[src/rtl/fetch_pkg.sv]
// Shared definitions for the instruction fetch stage.
//   fetch_state_e : request-side FSM states
//   NOP_INST      : instruction presented to decode while the prefetch FIFO is empty
package fetch_pkg;

  typedef enum logic [1:0] {
    FS_IDLE    = 2'd0,  // no request outstanding
    FS_BUSY    = 2'd1,  // request outstanding, response will be kept
    FS_DISCARD = 2'd2   // request outstanding, response belongs to a flushed path
  } fetch_state_e;

  localparam logic [31:0] NOP_INST = 32'h0000_0013;

endpackage

[src/rtl/fetch_fifo.sv]
// Show-ahead FIFO holding prefetched {instruction, pc} entries.
// The head entry is visible on head_o whenever empty_o is low; pop_i consumes it.
// Ports:
//   i_clk, i_rst : clock, synchronous active-high reset
//   en_i         : clock enable; low freezes all state
//   flush_i      : discard all entries (wins over push and pop)
//   push_i       : write data_i (accepted when not full, or when popping)
//   pop_i        : consume the head entry (ignored when empty)
//   head_o       : current head entry
//   count_o      : number of valid entries
//   empty_o      : no valid entries
//   full_o       : DEPTH valid entries
module fetch_fifo #(
  parameter int WIDTH = 64,
  parameter int DEPTH = 2,
  localparam int CW   = $clog2(DEPTH + 1)
) (
  input  logic             i_clk,
  input  logic             i_rst,
  input  logic             en_i,
  input  logic             flush_i,
  input  logic             push_i,
  input  logic             pop_i,
  input  logic [WIDTH-1:0] data_i,
  output logic [WIDTH-1:0] head_o,
  output logic [CW-1:0]    count_o,
  output logic             empty_o,
  output logic             full_o
);

  localparam int PW = $clog2(DEPTH);

  logic [WIDTH-1:0] mem_q [DEPTH];
  logic [PW-1:0]    rd_q, rd_d;
  logic [PW-1:0]    wr_q, wr_d;
  logic [CW-1:0]    count_q, count_d;
  logic             do_push, do_pop;

  assign empty_o = (count_q == '0);
  assign full_o  = (count_q == CW'(DEPTH));
  assign count_o = count_q;
  assign head_o  = mem_q[rd_q];

  // A full FIFO can still accept a push in the cycle its head is popped.
  assign do_pop  = pop_i & ~empty_o;
  assign do_push = push_i & (~full_o | do_pop);

  // NOTE: every variable assigned in always_comb gets a default first so no latch is inferred.
  always_comb begin
    rd_d    = rd_q;
    wr_d    = wr_q;
    count_d = count_q;
    if (flush_i) begin
      rd_d    = '0;
      wr_d    = '0;
      count_d = '0;
    end else begin
      // DEPTH is a power of two, so pointers wrap naturally.
      if (do_push) wr_d = wr_q + PW'(1);
      if (do_pop)  rd_d = rd_q + PW'(1);
      count_d = count_q + CW'(do_push) - CW'(do_pop);
    end
  end

  always_ff @(posedge i_clk) begin
    if (i_rst) begin
      rd_q    <= '0;
      wr_q    <= '0;
      count_q <= '0;
    end else if (en_i) begin
      rd_q    <= rd_d;
      wr_q    <= wr_d;
      count_q <= count_d;
    end
  end

  // NOTE: storage is deliberately not reset; count_q alone decides which entries are valid.
  always_ff @(posedge i_clk) begin
    if (en_i && do_push && !flush_i) mem_q[wr_q] <= data_i;
  end

endmodule

[src/rtl/fetch.sv]
// Instruction fetch stage. Owns the fetch PC, issues single-outstanding word
// reads over a req/ack handshake, buffers returned words in a show-ahead FIFO
// and presents {inst, pc, valid} to decode. Redirects flush the FIFO and
// discard any in-flight response.
// Ports:
//   i_clk, i_rst            : clock, synchronous active-high reset
//   i_clk_en                : global enable; low freezes all state
//   i_stall                 : decode cannot accept the head this cycle
//   i_redirect, i_redirect_pc : one-cycle restart request and target (bits [1:0] ignored)
//   o_mem_req, o_mem_addr   : read request and word-aligned address, stable until ack
//   i_mem_ack, i_mem_data   : one-cycle response strobe and read data
//   o_inst, o_pc, o_valid   : FIFO head towards decode (NOP_INST / 0 when empty)
//   o_wait                  : inverse of o_valid
module fetch #(
  parameter int            AW         = 32,
  parameter int            DW         = 32,
  parameter logic [AW-1:0] RESET_PC   = '0,
  parameter int            FIFO_DEPTH = 2
) (
  input  logic          i_clk,
  input  logic          i_rst,
  input  logic          i_clk_en,
  input  logic          i_stall,
  input  logic          i_redirect,
  input  logic [AW-1:0] i_redirect_pc,
  output logic          o_mem_req,
  output logic [AW-1:0] o_mem_addr,
  input  logic          i_mem_ack,
  input  logic [DW-1:0] i_mem_data,
  output logic [31:0]   o_inst,
  output logic [AW-1:0] o_pc,
  output logic          o_valid,
  output logic          o_wait
);

  import fetch_pkg::*;

  localparam int            CW         = $clog2(FIFO_DEPTH + 1);
  localparam int            EW         = 32 + AW;
  localparam logic [AW-1:0] ALIGN_MASK = ~AW'(3);
  localparam logic [AW-1:0] RESET_ADDR = RESET_PC & ALIGN_MASK;

  fetch_state_e  state_q;
  logic          req_q;
  logic [AW-1:0] addr_q;
  logic [AW-1:0] fetch_pc_q;

  logic [EW-1:0] fifo_head;
  logic [CW-1:0] fifo_count;
  logic          fifo_empty;
  logic          fifo_full;

  logic          pop;
  logic          push;
  logic          space;
  logic [CW:0]   occupancy;
  logic [CW:0]   limit;
  logic [AW-1:0] redirect_target;
  logic [AW-1:0] addr_next;

  assign redirect_target = i_redirect_pc & ALIGN_MASK;
  assign addr_next       = addr_q + AW'(4);

  // A redirect suppresses both the pop and the push of its cycle.
  assign pop  = ~fifo_empty & ~i_stall & ~i_redirect;
  assign push = (state_q == FS_BUSY) & i_mem_ack & ~i_redirect;

  // Entries held plus the one reserved by an outstanding request must stay
  // below the depth; the pop is added to the limit side to avoid underflow.
  assign occupancy = {1'b0, fifo_count} + {{CW{1'b0}}, req_q};
  assign limit     = (CW + 1)'(FIFO_DEPTH) + {{CW{1'b0}}, pop};
  assign space     = (occupancy < limit);

  fetch_fifo #(
    .WIDTH (EW),
    .DEPTH (FIFO_DEPTH)
  ) u_fifo (
    .i_clk   (i_clk),
    .i_rst   (i_rst),
    .en_i    (i_clk_en),
    .flush_i (i_redirect),
    .push_i  (push),
    .pop_i   (pop),
    .data_i  ({i_mem_data[31:0], addr_q}),
    .head_o  (fifo_head),
    .count_o (fifo_count),
    .empty_o (fifo_empty),
    .full_o  (fifo_full)
  );

  // Request FSM. fetch_pc_q is the next address to request; addr_q is the
  // address currently (or last) presented to memory.
  always_ff @(posedge i_clk) begin
    if (i_rst) begin
      state_q    <= FS_IDLE;
      req_q      <= 1'b0;
      addr_q     <= RESET_ADDR;
      fetch_pc_q <= RESET_ADDR;
    end else if (i_clk_en) begin
      if (i_redirect) begin
        fetch_pc_q <= redirect_target;
        if (req_q && !i_mem_ack) begin
          // Keep the old request on the bus until memory answers it.
          state_q <= FS_DISCARD;
        end else begin
          state_q <= FS_BUSY;
          req_q   <= 1'b1;
          addr_q  <= redirect_target;
        end
      end else begin
        unique case (state_q)
          FS_IDLE: begin
            if (space) begin
              req_q   <= 1'b1;
              addr_q  <= fetch_pc_q;
              state_q <= FS_BUSY;
            end
          end
          FS_BUSY: begin
            if (i_mem_ack) begin
              fetch_pc_q <= addr_next;
              if (space) begin
                addr_q <= addr_next;
              end else begin
                req_q   <= 1'b0;
                state_q <= FS_IDLE;
              end
            end
          end
          FS_DISCARD: begin
            if (i_mem_ack) begin
              addr_q  <= fetch_pc_q;
              state_q <= FS_BUSY;
            end
          end
          default: begin
            req_q   <= 1'b0;
            state_q <= FS_IDLE;
          end
        endcase
      end
    end
  end

  // A response with nothing outstanding is a memory-side protocol error.
  always_ff @(posedge i_clk) begin
    if (!i_rst && i_clk_en) assert (!(i_mem_ack && !req_q));
  end

  assign o_mem_req  = req_q;
  assign o_mem_addr = addr_q;
  assign o_valid    = ~fifo_empty;
  assign o_wait     = fifo_empty;
  assign o_inst     = fifo_empty ? NOP_INST : fifo_head[EW-1:AW];
  assign o_pc       = fifo_empty ? '0 : fifo_head[AW-1:0];

endmodule

[config.mk]
export PLATFORM = sky130hd
export DESIGN_NAME = fetch
export DESIGN_NICKNAME = d
export VERILOG_FILES = /design/src/rtl/fetch_pkg.sv /design/src/rtl/fetch_fifo.sv /design/src/rtl/fetch.sv
export SDC_FILE = /design/constraint.sdc
export NUM_CORES = 1
export LEC_CHECK = 0
export BUFFER_PORTS_ARGS = -buffer_cell sky130_fd_sc_hd__buf_4
export CORE_ASPECT_RATIO = 1.2
export CORE_MARGIN = 2
export CORE_UTILIZATION = 56
export DETAILED_ROUTE_END_ITERATION = 16
export GPL_TIMING_DRIVEN = 0
export PLACE_DENSITY = 0.8
export SETUP_SLACK_MARGIN = 0.15
export SLEW_MARGIN = 0
export SYNTH_ARGS = -nofsm -noshare
export SYNTH_HDL_FRONTEND = slang
export SYNTH_SLANG_ARGS = --single-unit
[constraint.sdc]
create_clock -name i_clk -period 4 [get_ports i_clk]
set_clock_uncertainty 0.15 [all_clocks]
set_input_delay 0.8 -clock i_clk [delete_from_list [all_inputs] [get_ports i_clk]]
set_output_delay 0.8 -clock i_clk [all_outputs]
set_load 0.005 [all_outputs]
==> impl_metrics.py, run 1 <==
metrics = {
    "synthesis": {
        "post_synthesis_instance_total": 877,
        "synth.most_common_cell": "edfxtp_1",
        "synth_async_sr_flop_share_pct": 0,
        "syn_area_per_cell_um2": 10.7,
        "mappedNetlistNets": 952,
        "synthDominantCellAreaShare_pct": 40.9,
        "count_of_flip_flops_with_a_built_in_enable_after_synthesis": 128,
        "synth_area_leaders": "edfxtp_1, dfxtp_1, mux2i_1",
        "synth.ff_latch_count": 200,
        "yosys_most_used_dff": "edfxtp_1",
        "library_cell_with_the_largest_summed_area_after_synthesis": "edfxtp_1",
        "synth_cell_type_count": 75,
        "yosysSeqAreaShare_pct": 56.2,
        "synth.cells.most_frequent": "edfxtp_1, nor2_1, nand2_1",
        "syn-cell-area_mm2": 0.00941,
        "synthesis.yosys.warnings": 0,
    },
    "timing": {
        "timing.final.hold_violations": 0,
        "slew_violations": 0,
        "setup-violations-final": 0,
        "final.hold.worst_slack_ps": 306,
        "worst_slew_margin_rel_pct": 38.1,
        "fmax_mhz": 289,
        "final_critical_delay_including_setup_and_external_delays_ps": 3460,
        "max_slew.worst_pin.slew_ps": 927,
        "rsz0062_at_grt": "false",
        "final_critical_path_share_of_the_clock_period_pct": 86.6,
    },
    "place": {
        "placedInstanceArea_mm2": 0.0109,
        "hpwlAfterDp_um": 18100,
        "weighted_congestion_reported_at_the_end_of_routability_driven_placement": 0.937,
        "portBuffers": 164,
    },
    "drt": {
        "detail_route.wirelength_um": 26100,
        "routedWlPerCell_um": 20.3,
        "vias_per_cell": 6.12,
        "number_of_vias_in_the_routed_layout": 7875,
        "drt_iter0_markers": 947,
        "drc": 0,
        "detail-route-antenna-nets": 0,
        "drt_first_pass_iters": 6,
    },
    "global_route": {
        "grt_start_max_net_pins": 65,
        "first_pass_grt_wire_length_um": 39700,
        "global_route.peak_usage_layer": "met2",
        "globalRouteMet3Util_pct": 6.00,
        "via_count_of_the_first_global_routing_pass": 7608,
        "met1_capacity_usage_during_global_routing_pct": 35.8,
        "antenna_found_initial": 0,
        "total_grt_overflow": 0,
        "grt.met2_usage_pct": 47.6,
        "grt.total_usage_pct": 29.2,
    },
    "worst_setup_path": {
        "crit_path_kind": "flop to output port",
        "timing.critical_path.to_type": "output port",
        "worstPathMaxFanout": 10,
        "worst_setup_path_start_kind": "flop",
        "r2r.worst_path.cells": 6,
        "critical_path_required_ps": 3050,
        "critical_path_arrival_ps": 2510,
    },
    "die": {
        "initial_core_util_pct": 57.6,
        "io-pin-count": 169,
        "die_height_um": 146,
        "rows": 51,
        "fp.coreArea_mm2": 0.0163,
        "die_w_um": 122,
        "fp.dieArea_mm2": 0.0179,
    },
    "power": {
        "vdd_drop_max_uv": 266,
        "powerDensity_mw_per_mm2": 384,
        "leakagePower_uw": 0.00419,
    },
    "worst_hold_path": {
        "min_path_cells": 2,
        "hold_path_class": "flop to flop",
    },
    "cts": {
        "clockBufferDepth": 2,
        "worstSkewPairLatency_ps": 450,
        "clock_sinks": 200,
        "cts_tree": "done",
        "cts_inserted_buffers": 17,
        "cts.htree.levels": 4,
        "clk_transition_reported_paths_ps": 80,
        "post_cts_hold_buffer_count": 0,
        "clock_tree.root_cell": "clkbuf_16",
    },
    "flow_run": {
        "max_cap_viol_count": 0,
    },
    "cells_and_area": {
        "final_net_count": 1136,
        "num_antenna_cells": 0,
        "cell_area_after_layout_mm2": 0.0115,
        "drive_above_1_share_pct": 22.4,
        "area_growth_pct": 22.6,
    },
    "outcome": {
        "outcome": "completed",
    },
}
## layout make-up
| class | instances | area, um^2 |
|---|---|---|
| Buffer | 67 | 312 |
| Clock buffer | 17 | 425 |
| Clock inverter | 15 | 168 |
| Fill cell | 1219 | 4800 |
| Inverter | 12 | 47.5 |
| Multi-Input combinational cell | 598 | 3770 |
| Sequential cell | 200 | 5290 |
| Tap cell | 212 | 265 |
| Timing Repair Buffer | 165 | 1260 |
## power breakdown
part	leakage, uW	total [uW]	switching, uW	internal, uW
Sequential	0.00178	2300	62.7	2240
Combinational	0.00212	421	248	173
Clock	0.000292	1710	862	846
Total	0.00419	4430	1170	3260
## cells by family (layout without fill, tap and decap cells)
family,after synthesis,after routing,synth area share (%)
AND/OR/NAND/NOR,302,302,16.2
adder cells (fa/ha/maj),6,6,0.785
AO/OA/AOI/OAI,197,197,13.5
flip-flops,200,200,56.2
XOR/XNOR,25,25,2.33
buffers and inverters,79,276,3.78
multiplexers,68,68,7.23
## metal layers
metal	wire length, um	vias up
li1	-	3603
met1	9800	3714
met2	12600	450
met3	2490	108
met4	1230	0
met5	0	-
## sequential cells by signal, indices dropped and copies added (netlist names), named ones only
name,cells
u_fifo.count_o,2
u_fifo.wr_q,1
state_q,2
o_mem_req,1
u_fifo.rd_q,1
o_mem_addr,32
u_fifo.mem_q,128
fetch_pc_q,32
## placed cells by master, fill, tap and decap left out, types with 13 or more instances in the layout
cell | synthesis | routed
o21ai_0 | 52 | 52
a31oi_1 | 13 | 13
nand2b_1 | 13 | 13
nand2_1 | 75 | 75
a211oi_1 | 17 | 17
nor2_1 | 111 | 111
dfxtp_1 | 72 | 72
a21oi_1 | 50 | 50
edfxtp_1 | 128 | 128
buf_2 | 14 | 14
clkbuf_1 | 37 | 37
buf_4 | 5 | 169
mux2i_1 | 68 | 68
nand3_1 | 23 | 23
xnor2_1 | 15 | 15
clkbuf_16 | 0 | 17
## final timing paths
kind                                      endpoint  slack, ps           from
worst max-delay path                     o_inst[9]        540           flop
worst min-delay path                 fetch_pc_q[6]        310  fetch_pc_q[6]
worst max register to register  u_fifo.mem_q[0][3]        790     state_q[0]
worst min register to register       fetch_pc_q[6]        310  fetch_pc_q[6]
## worst max-delay path, cell delays in order, from the launching register on
cell and delay (ps):
dfxtp_1 310, clkbuf_1 610, buf_1 630, mux2i_1 290
nor2_1 60, buf_4 150
## per-stage QoR
step / setup TNS, ps / worst slack (ps) / util [%] / std cells / power [uW]
floorplan: 0 / 349 / - / 877 / 2550
global placement: -140830 / -1170 / 66.8 / 1253 / 2750
detailed placement: 0 / 190 / 67.0 / 1254 / 2760
CTS: 0 / 160 / 70.6 / 1286 / 4420
global route: 0 / 352 / 70.6 / 1286 / 4550
finish: 0 / 536 / 70.6 / 1286 / 4430
## repair_timing
| item | in CTS | in global routing |
|---|---|---|
| endpoints found under the hold margin | 0 | 0 |
| gates resized for setup | 0 | 2 |
| endpoints found under the setup margin | 0 | 3 |
| buffers inserted | 0 | 0 |
No activity file was read; power rests on OpenSTA's default activity.
==> inputs of run 2 (changes only) <==
--- a/config.mk
+++ b/config.mk
@@ -11,7 +11,7 @@
 export CORE_UTILIZATION = 56
 export DETAILED_ROUTE_END_ITERATION = 16
 export GPL_TIMING_DRIVEN = 0
-export PLACE_DENSITY = 0.8
+export PLACE_DENSITY = 0.89
 export SETUP_SLACK_MARGIN = 0.15
 export SLEW_MARGIN = 0
 export SYNTH_ARGS = -nofsm -noshare
==> impl_metrics.py, run 2 (synthesized netlist as in run 1, its figures left out) <==
metrics = {
    "worst_setup_path": {
        "worst_setup_slack_for_register_to_register_paths_ps": 820,
        "path_depth": 5,
        "worst_setup_path_start_kind": "flop",
        "critical_path_arrival_ps": 2620,
        "timing.critical_path.to_type": "output port",
        "cpMaxStageDelayCell": "clkbuf_1",
        "crit_path_end": "o_inst[10]",
        "worstPathMaxFanout": 10,
        "r2r-end": "u_fifo.mem_q[0][2]",
        "critical_path_required_ps": 3050,
        "crit_path_kind": "flop to output port",
        "critical-path-top-delay-family": "buffers and inverters",
        "r2r.worst_path.cells": 7,
        "cp_cell_sequence": "clkbuf_1 -> buf_1 -> mux2i_1 -> nor2_1 -> buf_4",
        "critical_r2r_launch": "state_q[0]",
        "cp_slowest_stage_delay_ps": 710,
        "critical_path_buf_inv_count": 3,
    },
    "cts": {
        "cts_inserted_buffers": 17,
        "cts.htree.levels": 4,
        "clk_transition_reported_paths_ps": 70,
        "cts_tree": "done",
        "post_cts_hold_buffer_count": 0,
        "clockBufferDepth": 2,
        "clock_tree.root_cell": "clkbuf_16",
        "cts_resized": 0,
        "clock_sinks": 200,
        "post-cts-setup-buffers": 0,
        "worstSkewPairLatency_ps": 440,
    },
    "die": {
        "initial_core_util_pct": 57.6,
        "die_w_um": 122,
        "fp.coreArea_mm2": 0.0163,
        "io-pin-count": 169,
        "rows": 51,
        "die_height_um": 146,
        "fp.dieArea_mm2": 0.0179,
    },
    "global_route": {
        "total_grt_overflow": 0,
        "first_pass_grt_wire_length_um": 40800,
        "grt.total_usage_pct": 29.6,
        "via_count_of_the_first_global_routing_pass": 7899,
        "antenna_found_initial": 0,
        "grt_start_max_net_pins": 65,
    },
    "flow_run": {
        "max_cap_viol_count": 0,
    },
    "cells_and_area": {
        "mostFrequentLayoutCell": "buf_4",
        "final.fill_count": 1242,
        "multi_input_comb_area_mm2": 0.00377,
        "postLayoutCoreUtil_pct": 70.4,
        "final_cell_count_no_fill": 1286,
        "regMostFlops": "u_fifo.mem_q",
        "num_antenna_cells": 0,
        "largest_register_ff_count": 128,
        "layout.cells.most_common_list": "buf_4, edfxtp_1, nor2_1, nand2_1, dfxtp_1",
        "drive_above_1_share_pct": 22.4,
        "area_growth_pct": 22.3,
        "register_area_mm2": 0.00529,
        "final_net_count": 1136,
    },
    "drt": {
        "drc": 0,
        "detail_route.wirelength_um": 26200,
        "drt_first_pass_iters": 6,
        "number_of_vias_in_the_routed_layout": 8020,
        "routedWlPerCell_um": 20.4,
        "vias_per_cell": 6.24,
        "drt_iter0_markers": 1005,
        "detail-route-antenna-nets": 0,
    },
    "timing": {
        "fmax_mhz": 280,
        "slew_violations": 0,
        "final_critical_delay_including_setup_and_external_delays_ps": 3570,
        "setup_tns_ps": 0,
        "layout_setup_ws_ps": 427,
        "final_critical_path_share_of_the_clock_period_pct": 89.3,
        "max_slew.worst_pin.slew_ps": 944,
        "timing.final.hold_violations": 0,
        "final.hold.worst_slack_ps": 307,
        "worst_slew_margin_rel_pct": 37.0,
        "setup-violations-final": 0,
        "rsz0062_at_grt": "false",
    },
    "power": {
        "leakagePower_uw": 0.00418,
        "powerDensity_mw_per_mm2": 381,
        "vdd_drop_max_uv": 244,
    },
    "place": {
        "post-place-cells": 1254,
        "hpwlAfterDp_um": 18300,
        "portBuffers": 164,
        "weighted_congestion_reported_at_the_end_of_routability_driven_placement": 0.977,
        "pre_cts_setup_slack_ps": 165,
    },
    "outcome": {
        "outcome": "completed",
    },
    "worst_hold_path": {
        "hold_path_class": "flop to flop",
    },
}
## run 2: cell count changes in the layout (fill, tap and decap cells not counted)
cell	before	now
buf_16	1	0
inv_8	4	3
inv_4	1	0
inv_12	1	0
buf_12	0	1
clkinv_8	3	2
clkinv_4	1	3
clkinvlp_4	0	1
inv_2	1	2
## run 2: how the worst min path moves through the flow
stage	startpoint	end	slack (ps)	cells past startpoint
finish	fetch_pc_q[9]	fetch_pc_q[9]	310	2
global route	fetch_pc_q[10]	fetch_pc_q[10]	340	2
CTS	fetch_pc_q[9]	fetch_pc_q[9]	310	2
detailed placement	fetch_pc_q[8]	fetch_pc_q[8]	290	2
global placement	fetch_pc_q[10]	fetch_pc_q[10]	290	2
floorplan	fetch_pc_q[31]	fetch_pc_q[31]	280	2
## run 2: layout make-up
class	instances	share of cell area, %
Sequential cell	200	45.9
Multi-Input combinational cell	598	32.8
Timing Repair Buffer	165	10.9
Clock buffer	17	3.70
Buffer	67	2.71
Tap cell	212	2.31
Clock inverter	15	1.29
Inverter	12	0.391
## run 2: worst register-to-register path, stage by stage (launching register included)
cell,delay (ps)
dfxtp_1,310
buf_2,200
nor3b_1,730
o211a_1,330
nand2_1,60
or2_2,300
inv_2,420
buf_12,320
## run 2: through the flow
stage	instance area (um^2)	total power (uW)
after floorplan	9410	2550
after global placement	10900	2740
after detailed placement	10900	2760
after CTS	11500	4380
after global routing	11500	4510
final	11500	4380
## run 2: layer usage
metal | wire (um) | vias up | global-route usage [%]
met1 | 9530 | 3759 | 35.9
met4 | 1260 | 0 | 16.7
met2 | 12800 | 540 | 48.3
met5 | 0 | - | 0
met3 | 2610 | 111 | 6.62
li1 | - | 3610 | -
## run 2: power breakdown
part	leakage (uW)	total, uW	switching (uW)	internal [uW]
clock	0.000280	1650	822	830
combinational	0.00212	422	249	173
sequential	0.00178	2300	62.0	2240
==> inputs of run 3 (changes only) <==
--- a/config.mk
+++ b/config.mk
@@ -8,10 +8,10 @@
 export BUFFER_PORTS_ARGS = -buffer_cell sky130_fd_sc_hd__buf_4
 export CORE_ASPECT_RATIO = 1.2
 export CORE_MARGIN = 2
-export CORE_UTILIZATION = 56
+export CORE_UTILIZATION = 25
 export DETAILED_ROUTE_END_ITERATION = 16
 export GPL_TIMING_DRIVEN = 0
-export PLACE_DENSITY = 0.89
+export PLACE_DENSITY = 0.51
 export SETUP_SLACK_MARGIN = 0.15
 export SLEW_MARGIN = 0
 export SYNTH_ARGS = -nofsm -noshare
==> impl_metrics.py, run 3 (synthesized netlist as in run 1, its figures left out) <==
metrics = {
    "timing": {
        "setup_tns_ps": 0,
        "slew_violations": 0,
        "final_critical_path_share_of_the_clock_period_pct": 90.7,
        "setup-violations-final": 0,
        "fmax_mhz": 276,
        "worst_slew_margin_rel_pct": 31.0,
        "final_critical_delay_including_setup_and_external_delays_ps": 3630,
        "max_slew.worst_pin.slew_ps": 1030,
        "layout_setup_ws_ps": 373,
        "timing.final.hold_violations": 0,
        "rsz0062_at_grt": "false",
    },
    "cts": {
        "clock_sinks": 200,
        "cts_tree": "done",
        "post_cts_hold_buffer_count": 0,
        "cts_inserted_buffers": 17,
        "post-cts-setup-buffers": 0,
        "clk_transition_reported_paths_ps": 80,
        "worstSkewPairLatency_ps": 440,
        "clock_tree.root_cell": "clkbuf_16",
        "clockBufferDepth": 2,
        "cts.htree.levels": 4,
    },
    "worst_setup_path": {
        "cpMaxStageDelayCell": "buf_1",
        "critical-path-top-delay-family": "buffers and inverters",
        "worst_setup_path_start_kind": "input port",
        "worstPathMaxFanout": 10,
        "crit_path_kind": "input port to flop",
        "critical_path_arrival_ps": 3790,
        "cp_slowest_stage_delay_ps": 620,
        "timing.critical_path.to_type": "flop",
        "critical_path_required_ps": 4160,
        "cp_cell_sequence": "buf_4 -> buf_2 -> clkbuf_1 -> buf_2 -> buf_1 -> nor3_1 -> ha_1 -> inv_1 -> ha_1 -> xor2_1 -> o21ai_0 -> nand2_1 -> o21a_1 -> nor2_1",
        "critical_path_buf_inv_count": 6,
    },
    "place": {
        "portBuffers": 164,
        "hpwlAfterDp_um": 22200,
        "pre_cts_setup_slack_ps": -24.2,
        "placedInstanceArea_mm2": 0.0113,
        "weighted_congestion_reported_at_the_end_of_routability_driven_placement": 0.876,
    },
    "cells_and_area": {
        "regMostFlops": "u_fifo.mem_q",
        "num_antenna_cells": 0,
        "drive_above_1_share_pct": 22.3,
        "layout.cells.most_common_list": "buf_4, edfxtp_1, nor2_1, nand2_1, dfxtp_1",
        "mostFrequentLayoutCell": "buf_4",
        "cell_area_after_layout_mm2": 0.0119,
        "largest_register_ff_count": 128,
        "final_net_count": 1137,
        "area_growth_pct": 26.2,
    },
    "flow_run": {
        "max_cap_viol_count": 0,
    },
    "drt": {
        "drc": 0,
        "drt_first_pass_iters": 5,
        "vias_per_cell": 4.98,
        "drt_iter0_markers": 704,
        "detail_route.wirelength_um": 31000,
        "routedWlPerCell_um": 20.0,
        "detail-route-antenna-nets": 0,
        "number_of_vias_in_the_routed_layout": 7716,
    },
    "die": {
        "die_w_um": 181,
        "fp.coreArea_mm2": 0.0370,
        "die_height_um": 217,
        "io-pin-count": 169,
        "rows": 77,
        "fp.dieArea_mm2": 0.0392,
        "initial_core_util_pct": 25.4,
    },
    "global_route": {
        "antenna_found_initial": 0,
        "via_count_of_the_first_global_routing_pass": 7538,
        "total_grt_overflow": 0,
        "grt.total_usage_pct": 15.6,
        "first_pass_grt_wire_length_um": 45900,
        "grt_start_max_net_pins": 46,
    },
    "power": {
        "vdd_drop_max_uv": 252,
        "leakagePower_uw": 0.00418,
        "powerDensity_mw_per_mm2": 376,
    },
    "worst_hold_path": {
        "hold_path_class": "flop to flop",
    },
    "outcome": {
        "outcome": "completed",
    },
}
-- run 3: cell count changes in the layout (fill, tap and decap cells not counted), sizes merged --
cell           change
inv                -3
clkinv             -2
clkinvlp           +2
buf                +1
bufinv             +1
clkbuf             +1
clkdlybuf4s15      +1
-- run 3: cell type report --
type	count	area (um^2)
fillers	3856	25100
repair buffers	166	1290
clock buffers	19	433
multi-input cells	598	3770
inverters	12	47.5
clock inverters	13	141
plain buffers	67	318
well taps	474	593
flip-flops and latches	200	5290
-- run 3: what timing repair did --
item / in CTS / in global routing
hold endpoints to repair: 0 / 0
resized for setup: 2 / 0
setup endpoints to repair: 10 / 0
-- run 3: worst paths after layout --
kind	start	end	slack, ps	depth (start not counted)
setup / recovery	i_redirect	u_fifo.count_o[1]	370	14
hold / removal	fetch_pc_q[5]	fetch_pc_q[5]	310	2
setup reg to reg	state_q[0]	u_fifo.mem_q[0][14]	810	7
hold reg to reg	fetch_pc_q[5]	fetch_pc_q[5]	310	2
-- run 3: per-layer routing --
layer | GRT usage [%] | vias up | wire, um
met3 | 3.13 | 61 | 1730
met4 | 8.21 | 0 | 1390
met5 | 0 | - | 0
li1 | - | 3609 | -
met1 | 18.6 | 3768 | 12900
met2 | 26.4 | 278 | 15000
-- run 3: worst min-delay path, cell delays in order, from the launching register on --
cell	delay (ps)
dfxtp_1	320
nand2_1	50
a21oi_1	50
-- run 3: per-stage QoR --
stage / std cells / hold WS, ps / utilization, % / power [uW]
final: 1549 / 307 / 32.1 / 4470
after global routing: 1549 / 324 / 32.1 / 4640
after CTS: 1549 / 305 / 32.1 / 4520
after detailed placement: 1517 / 293 / 30.5 / 2790
after global placement: 1515 / 289 / 30.4 / 2780
after floorplan: 877 / 275 / - / 2550
-- run 3: report_power, final --
part	switching [uW]	internal, uW	leakage [uW]	total (uW)
Sequential	65.8	2240	0.00178	2310
Clock	844	882	0.000272	1730
Combinational	260	174	0.00213	434
